`config.mk`:
```
export PLATFORM = sky130hd
export DESIGN_NAME = impulse_readout_sequencer_flat
export DESIGN_NICKNAME = d
export VERILOG_FILES = /design/src/rtl/impulse_readout_sequencer_if.sv /design/src/rtl/impulse_readout_sequencer.sv /design/src/flat_wrapper.sv
export SDC_FILE = /design/constraint.sdc
export NUM_CORES = 1
export LEC_CHECK = 0
export ABC_CLOCK_PERIOD_IN_PS = 1750
export BUFFER_PORTS_ARGS = -buffer_cell sky130_fd_sc_hd__buf_2
export CORE_MARGIN = 4
export CORE_UTILIZATION = 28
export CTS_CLUSTER_DIAMETER = 80
export CTS_CLUSTER_SIZE = 12
export DETAILED_ROUTE_END_ITERATION = 8
export GPL_ROUTABILITY_DRIVEN = 1
export GPL_TIMING_DRIVEN = 0
export PLACE_DENSITY_LB_ADDON = 0.1
export RECOVER_POWER = 100
export SETUP_SLACK_MARGIN = 0.4
export SYNTH_ARGS = -nofsm -noshare
export SYNTH_HDL_FRONTEND = slang
export SYNTH_SLANG_ARGS = --single-unit
```
`constraint.sdc`:
```
create_clock -name clk -period 1.75 [get_ports clk]
set_clock_uncertainty 0.2 [all_clocks]
set_input_delay 0.0875 -clock clk [delete_from_list [all_inputs] [get_ports clk]]
set_output_delay 0.0875 -clock clk [all_outputs]
set_load 0.05 [all_outputs]
```
`src/rtl/impulse_readout_sequencer_if.sv`:
```
// Bundle of the sequencer's control, counter-bank and serial-frame signals.
// The master modport is the sequencer side; the slave modport is the bank/host side.
interface impulse_readout_sequencer_if #(
    parameter int N_CH  = 8,
    parameter int CNT_W = 16
);
    localparam int ADDR_W = $clog2(N_CH);

    logic              en;
    logic              rtc_tick;
    logic              ovf_clr;
    logic [CNT_W-1:0]  cnt_data;
    logic [N_CH-1:0]   ovf_in;
    logic              snap;
    logic [ADDR_W-1:0] ch_addr;
    logic              sl;
    logic              serial_out;
    logic              frame_valid;
    logic              done;
    logic              ovf_global;
    logic              ovf_rtc;
    logic              busy;

    modport master (
        input  en, rtc_tick, ovf_clr, cnt_data, ovf_in,
        output snap, ch_addr, sl, serial_out, frame_valid, done,
               ovf_global, ovf_rtc, busy
    );

    modport slave (
        output en, rtc_tick, ovf_clr, cnt_data, ovf_in,
        input  snap, ch_addr, sl, serial_out, frame_valid, done,
               ovf_global, ovf_rtc, busy
    );
endinterface

```
`src/rtl/impulse_readout_sequencer.sv`:
```
// Snapshots the impulse counter bank on each RTC tick and streams every channel
// as {overflow, count} MSB first; flags ticks that arrive during a frame.
module impulse_readout_sequencer #(
    parameter int N_CH  = 8,
    parameter int CNT_W = 16
) (
    input  logic clk,
    input  logic rst_n,
    impulse_readout_sequencer_if.master bus
);
    localparam int ADDR_W = $clog2(N_CH);
    localparam int BC_W   = $clog2(CNT_W + 1);
    localparam logic [ADDR_W-1:0] LAST_CH = ADDR_W'(N_CH - 32'd1);
    localparam logic [ADDR_W-1:0] CH_ONE  = ADDR_W'(32'd1);
    localparam logic [BC_W-1:0]   BC_INIT = BC_W'(CNT_W);
    localparam logic [BC_W-1:0]   BC_ONE  = BC_W'(32'd1);
    localparam logic [BC_W-1:0]   BC_ZERO = BC_W'(32'd0);

    typedef enum logic [1:0] {
        IDLE  = 2'd0,
        SNAP  = 2'd1,
        LOAD  = 2'd2,
        SHIFT = 2'd3
    } state_t;

    state_t            state_r, next_state_s;
    logic [ADDR_W-1:0] idx_r, next_idx_s;
    logic [BC_W-1:0]   bit_cnt_r, next_bit_cnt_s;
    logic [CNT_W:0]    shreg_r, next_shreg_s;
    logic              ovf_global_r, next_ovf_global_s;
    logic              ovf_rtc_r, next_ovf_rtc_s;
    logic              done_s;
    logic              tick_s;

    logic              snap_r;
    logic [ADDR_W-1:0] ch_addr_r;
    logic              sl_r;
    logic              serial_out_r;
    logic              frame_valid_r;
    logic              done_r;
    logic              busy_r;

    assign tick_s = bus.rtc_tick & bus.en;

    // Next-state, datapath and missed-tick flag logic.
    always_comb begin
        next_state_s      = state_r;
        next_idx_s        = idx_r;
        next_bit_cnt_s    = bit_cnt_r;
        next_shreg_s      = shreg_r;
        next_ovf_global_s = ovf_global_r;
        done_s            = 1'b0;

        case (state_r)
            IDLE: begin
                if (tick_s) begin
                    next_state_s      = SNAP;
                    next_idx_s        = {ADDR_W{1'b0}};
                    next_ovf_global_s = 1'b0;
                end else begin
                    next_state_s = IDLE;
                end
            end
            SNAP: begin
                next_state_s = LOAD;
            end
            LOAD: begin
                next_shreg_s      = {bus.ovf_in[idx_r], bus.cnt_data};
                next_ovf_global_s = ovf_global_r | bus.ovf_in[idx_r];
                next_bit_cnt_s    = BC_INIT;
                next_state_s      = SHIFT;
            end
            SHIFT: begin
                next_shreg_s = {shreg_r[CNT_W-1:0], 1'b0};
                // Counter at zero marks the cycle carrying the count LSB.
                if (bit_cnt_r == BC_ZERO) begin
                    if (idx_r == LAST_CH) begin
                        next_state_s = IDLE;
                        done_s       = 1'b1;
                    end else begin
                        next_idx_s   = idx_r + CH_ONE;
                        next_state_s = LOAD;
                    end
                end else begin
                    next_bit_cnt_s = bit_cnt_r - BC_ONE;
                end
            end
            default: begin
                next_state_s = IDLE;
            end
        endcase

        // A missed tick outranks a simultaneous clear.
        if (tick_s && (state_r != IDLE)) begin
            next_ovf_rtc_s = 1'b1;
        end else if (bus.ovf_clr) begin
            next_ovf_rtc_s = 1'b0;
        end else begin
            next_ovf_rtc_s = ovf_rtc_r;
        end
    end

    // State, datapath and output registers; outputs are decoded from the next state.
    always_ff @(posedge clk or negedge rst_n) begin
        if (!rst_n) begin
            state_r       <= IDLE;
            idx_r         <= {ADDR_W{1'b0}};
            bit_cnt_r     <= {BC_W{1'b0}};
            shreg_r       <= {(CNT_W + 1){1'b0}};
            ovf_global_r  <= 1'b0;
            ovf_rtc_r     <= 1'b0;
            snap_r        <= 1'b0;
            ch_addr_r     <= {ADDR_W{1'b0}};
            sl_r          <= 1'b0;
            serial_out_r  <= 1'b0;
            frame_valid_r <= 1'b0;
            done_r        <= 1'b0;
            busy_r        <= 1'b0;
        end else begin
            state_r       <= next_state_s;
            idx_r         <= next_idx_s;
            bit_cnt_r     <= next_bit_cnt_s;
            shreg_r       <= next_shreg_s;
            ovf_global_r  <= next_ovf_global_s;
            ovf_rtc_r     <= next_ovf_rtc_s;
            snap_r        <= (next_state_s == SNAP);
            ch_addr_r     <= next_idx_s;
            sl_r          <= (next_state_s == LOAD);
            serial_out_r  <= (next_state_s == SHIFT) & next_shreg_s[CNT_W];
            frame_valid_r <= (next_state_s == SHIFT);
            done_r        <= done_s;
            busy_r        <= (next_state_s != IDLE);
        end
    end

    assign bus.snap        = snap_r;
    assign bus.ch_addr     = ch_addr_r;
    assign bus.sl          = sl_r;
    assign bus.serial_out  = serial_out_r;
    assign bus.frame_valid = frame_valid_r;
    assign bus.done        = done_r;
    assign bus.ovf_global  = ovf_global_r;
    assign bus.ovf_rtc     = ovf_rtc_r;
    assign bus.busy        = busy_r;
endmodule

```
`src/flat_wrapper.sv`:
```
// flat-port wrapper written by rule: the top's interface ports become plain ports
module impulse_readout_sequencer_flat 
#(
    parameter int N_CH  = 8,
    parameter int CNT_W = 16
)
  (clk, rst_n, bus_en, bus_rtc_tick, bus_ovf_clr, bus_cnt_data, bus_ovf_in, bus_snap, bus_ch_addr, bus_sl, bus_serial_out, bus_frame_valid, bus_done, bus_ovf_global, bus_ovf_rtc, bus_busy);
  impulse_readout_sequencer_if #(.N_CH(N_CH), .CNT_W(CNT_W)) bus_i ();
  input  logic clk;
  input  logic rst_n;
  input wire logic [$bits(bus_i.en)-1:0] bus_en;
  input wire logic [$bits(bus_i.rtc_tick)-1:0] bus_rtc_tick;
  input wire logic [$bits(bus_i.ovf_clr)-1:0] bus_ovf_clr;
  input wire logic [$bits(bus_i.cnt_data)-1:0] bus_cnt_data;
  input wire logic [$bits(bus_i.ovf_in)-1:0] bus_ovf_in;
  output wire logic [$bits(bus_i.snap)-1:0] bus_snap;
  output wire logic [$bits(bus_i.ch_addr)-1:0] bus_ch_addr;
  output wire logic [$bits(bus_i.sl)-1:0] bus_sl;
  output wire logic [$bits(bus_i.serial_out)-1:0] bus_serial_out;
  output wire logic [$bits(bus_i.frame_valid)-1:0] bus_frame_valid;
  output wire logic [$bits(bus_i.done)-1:0] bus_done;
  output wire logic [$bits(bus_i.ovf_global)-1:0] bus_ovf_global;
  output wire logic [$bits(bus_i.ovf_rtc)-1:0] bus_ovf_rtc;
  output wire logic [$bits(bus_i.busy)-1:0] bus_busy;
  assign bus_i.en = bus_en;
  assign bus_i.rtc_tick = bus_rtc_tick;
  assign bus_i.ovf_clr = bus_ovf_clr;
  assign bus_i.cnt_data = bus_cnt_data;
  assign bus_i.ovf_in = bus_ovf_in;
  assign bus_snap = bus_i.snap;
  assign bus_ch_addr = bus_i.ch_addr;
  assign bus_sl = bus_i.sl;
  assign bus_serial_out = bus_i.serial_out;
  assign bus_frame_valid = bus_i.frame_valid;
  assign bus_done = bus_i.done;
  assign bus_ovf_global = bus_i.ovf_global;
  assign bus_ovf_rtc = bus_i.ovf_rtc;
  assign bus_busy = bus_i.busy;
  impulse_readout_sequencer #(.N_CH(N_CH), .CNT_W(CNT_W)) u_core (.clk(clk), .rst_n(rst_n), .bus(bus_i));
endmodule
```
==> key figures <==
Yosys
  • Synth Cell Area: 0.00161 sq mm
  • Top-count cell post-synth: dfrtp_1
  • Top flip-flop cell by instance count after synthesis: dfrtp_1
  • Synth Area per Inst: 10.3 sq um
  • Top cells by area, synth: dfrtp_1 (53%), mux2i_1 (11%), a21oi_1 (4.7%), nor2_1 (4.4%), o21ai_0 (3.4%)
  • Synth area leader: dfrtp_1
  • Largest family of logic cells by synthesized area: compound AO/OA/AOI/OAI gates
  • Async set-reset flop share out of synthesis: 100%
  • Sequential cell area fraction in the yosys report: 52.7%
  • Synthesized-area fraction occupied by adder cells: 2.33%
  • Ys Warns: 0
  • Post-synthesis mux area share: 12.6%
  • Post-synth net total: 189
  • Synth top cells by count: dfrtp_1 (34), nor2_1 (19), mux2i_1 (18)
  • Synth Instances: 157
  • Post-synthesis compound-gate area fraction: 14.3%
  • Synth Area in XOR/XNOR: 0%
  • Netlist cell types: 31
  • #FFs+latches synth: 34
  • EDFF count, synth: 0
  • Simple-gate portion of the synthesized area: 13.5%
  • Share of the synthesized area in the top cell type: 52.7%

CTS
  • H-Tree Depth: 2
  • CTS clk-pin slew, worst paths: 0.07 ns
  • CTS buffer count: 5
  • Clk sinks: 34
  • Root cell of the clock tree: clkbuf_8
  • Worst skew pair latency: 0.28 ns
  • CTS max path bufs: 2
  • CTS tree: yes

Worst setup path
  • Crit-path cells: inv_2 -> ha_4 -> or4b_4 -> buf_8 -> nand2_2 -> o22ai_1 -> a22o_1
  • Worst Path Arrival: 1.83 ns
  • CP bufs+invs: 2
  • Startpoint Class: flop
  • RR Endpoint: u_core.bit_cnt_r[1]
  • Worst Path Required: 1.72 ns
  • Slowest-stage cell, CP: or4b_4
  • CP Class: reg2reg
  • R2R depth: 7
  • Launch point of the worst reg-to-reg path: u_core.bit_cnt_r[0]
  • Reg2reg setup slack: -0.12 ns
  • Critical Path Max Stage Delay: 0.46 ns
  • Worst Path Max Fanout: 9
  • Setup crit end kind: flop
  • Worst path depth: 7
  • CP top delay family: simple AND/OR/NAND/NOR gates

Job
  • Max-cap violations: 0

Floorplan
  • Die width: 83.9 microns
  • Initial Utilization: 29.1%
  • Die area: 0.00704 sq mm
  • Die height: 83.9 microns
  • Core area: 0.00554 sq mm
  • Site Rows: 27
  • Top Ports: 40

Place
  • Post-Place Setup Slack: -0.210 ns
  • GP Congestion: 0.727
  • PortBufs: 39
  • Post-DP Area: 0.00196 sq mm
  • Dpl hpwl: 2790 microns
  • DP Cell Count: 268

Min path
  • Worst Hold End: u_core.state_r[0]
  • Worst min-delay path class: in2reg
  • Min-Delay Startpoint: bus_rtc_tick
  • Hold depth: 3

Routing
  • DR vias: 1430
  • Routed Antenna Nets: 0
  • WL final: 4360 microns
  • Vias per inst: 4.63
  • Initial DRC count: 114
  • DRC Markers: 0
  • Drt first pass iters: 4
  • WL/cell: 14.1 microns

Global route
  • First-pass GRT wire length: 7290 microns
  • GR Util All Layers: 12.7%
  • Pin count of the biggest net entering global routing: 35
  • Vias in the first global route: 1519
  • Antenna violations before repair: 0
  • Grt total ovfl: 0

Cells and area
  • Finished Core Util: 44.9%
  • NumNets Final: 268
  • Fin area: 0.00249 sq mm
  • Share of layout cells above drive strength 1: 35.9%
  • Synth-to-Final Area Change: 54.2%
  • Diodes inserted: 0
  • Post-Layout Cell Count: 309

Timing
  • RSZ-0062 raised after global routing: true
  • Final hold vios: 0
  • Slew margin rel.: 41.1%
  • Final worst slack: -0.116 ns
  • Crit path time final: 1.87 ns
  • Slew @ Worst Pin: 0.883 ns
  • Final slew viol count: 0
  • Final setup fails: 10
  • Tcrit/Tclk final: 107%
  • Fmax: 536 MHz

Pwr
  • Worst VDD drop: 0.000346 V
  • Leak: 1.24 nW
  • Pwr/cell area: 667 mW/mm^2
  • Power Total: 1.66 mW

Run status
  • Failing checks: setup timing
  • Status: finished with violations
[cell type report]
type,instances,area (sq um)
Multi-Input combinational cell,106,786
Sequential cell,34,855
Inverter,7,26.3
Tap cell,72,90.1
Timing Repair Buffer,72,497
Buffer,10,119
Clock inverter,1,30.0
Clock buffer,7,86.3
Fill cell,547,3050
[metal layers]
| layer | vias to the layer above | global-route usage [%] | routed length, microns |
|---|---|---|---|
| met1 | 695 | 15.9 | 1890 |
| met5 | - | 0 | 0 |
| li1 | 700 | - | - |
| met3 | 7 | 2.96 | 156 |
| met4 | 0 | 4.39 | 69 |
| met2 | 28 | 21.5 | 2240 |
[per-stage QoR]
stage	hold WS, ns	TNS, ns
global route	0.165	-1.76
finish	0.123	-0.869
detailed placement	0.0178	-1.36
global placement	0.0160	-1.22
CTS	0.00341	-0.405
floorplan	-0.408	-0.580
[report_power, final]
group	switching, mW	total (mW)	leakage (nW)	internal [mW]
sequential	0.00403	0.798	0.411	0.794
combinational	0.0507	0.113	0.775	0.0623
clock	0.284	0.748	0.0585	0.464
[worst max path at each step]
stage,end,from,slack (ns)
5_1_grt,u_core.bit_cnt_r[1],u_core.bit_cnt_r[1],-0.17
3_3_place_gp,u_core.bit_cnt_r[1],u_core.bit_cnt_r[0],-0.20
2_1_floorplan,u_core.bus.serial_out,u_core.idx_r[0],-0.11
6_report,u_core.bit_cnt_r[1],u_core.bit_cnt_r[0],-0.12
3_5_place_dp,u_core.bit_cnt_r[1],u_core.bit_cnt_r[0],-0.21
4_1_cts,u_core.bit_cnt_r[1],u_core.bit_cnt_r[0],-0.10
[layout by cell type, fill, tap and decap left out, types with 4 or more instances in the layout]
| cell | netlist | layout |
|---|---|---|
| mux2i_1 | 18 | 15 |
| o21ai_1 | 1 | 8 |
| dfrtp_1 | 34 | 31 |
| clkbuf_1 | 5 | 12 |
| nor2_1 | 19 | 17 |
| nand2_1 | 13 | 10 |
| clkbuf_8 | 0 | 7 |
| a21oi_1 | 15 | 13 |
| buf_4 | 0 | 9 |
| inv_1 | 7 | 4 |
| clkbuf_2 | 0 | 4 |
| dlygate4sd3_1 | 0 | 20 |
| buf_2 | 3 | 30 |
[timing repair]
item | 4_1_cts | 5_1_grt
buffers inserted | 7 | 3
hold buffers | 20 | 0
gates resized for setup | 30 | 20
endpoints found under the hold margin | 51 | 0
gates cloned | 1 | 2
setup endpoints to repair | 34 | 38
pin swaps | 13 | 9
[registers in the layout (all words and copies together) (netlist names)]
name                    count
u_core.idx_r                3
u_core.bus.done             1
u_core.bus.busy             1
u_core.bus.sl               1
u_core.bus.snap             1
u_core.state_r              2
u_core.bus.frame_valid      1
u_core.bus.ovf_rtc          1
u_core.bus.ovf_global       1
u_core.shreg_r             16
u_core.bus.serial_out       1
u_core.bit_cnt_r            5
[kinds of logic (layout without fill, tap and decap cells)]
group           after synthesis  in the layout
mux                          19             19
compound gates               39             39
buf+inv                      17             97
fa+ha+maj                     3              3
flops                        34             34
simple gates                 45             45
[tightest hold or removal path, stage by stage]
cell	delay (ns)
buf_2	0.11
nand4bb_1	0.29
nand2_1	0.08
(Power assumes the default switching activity.)
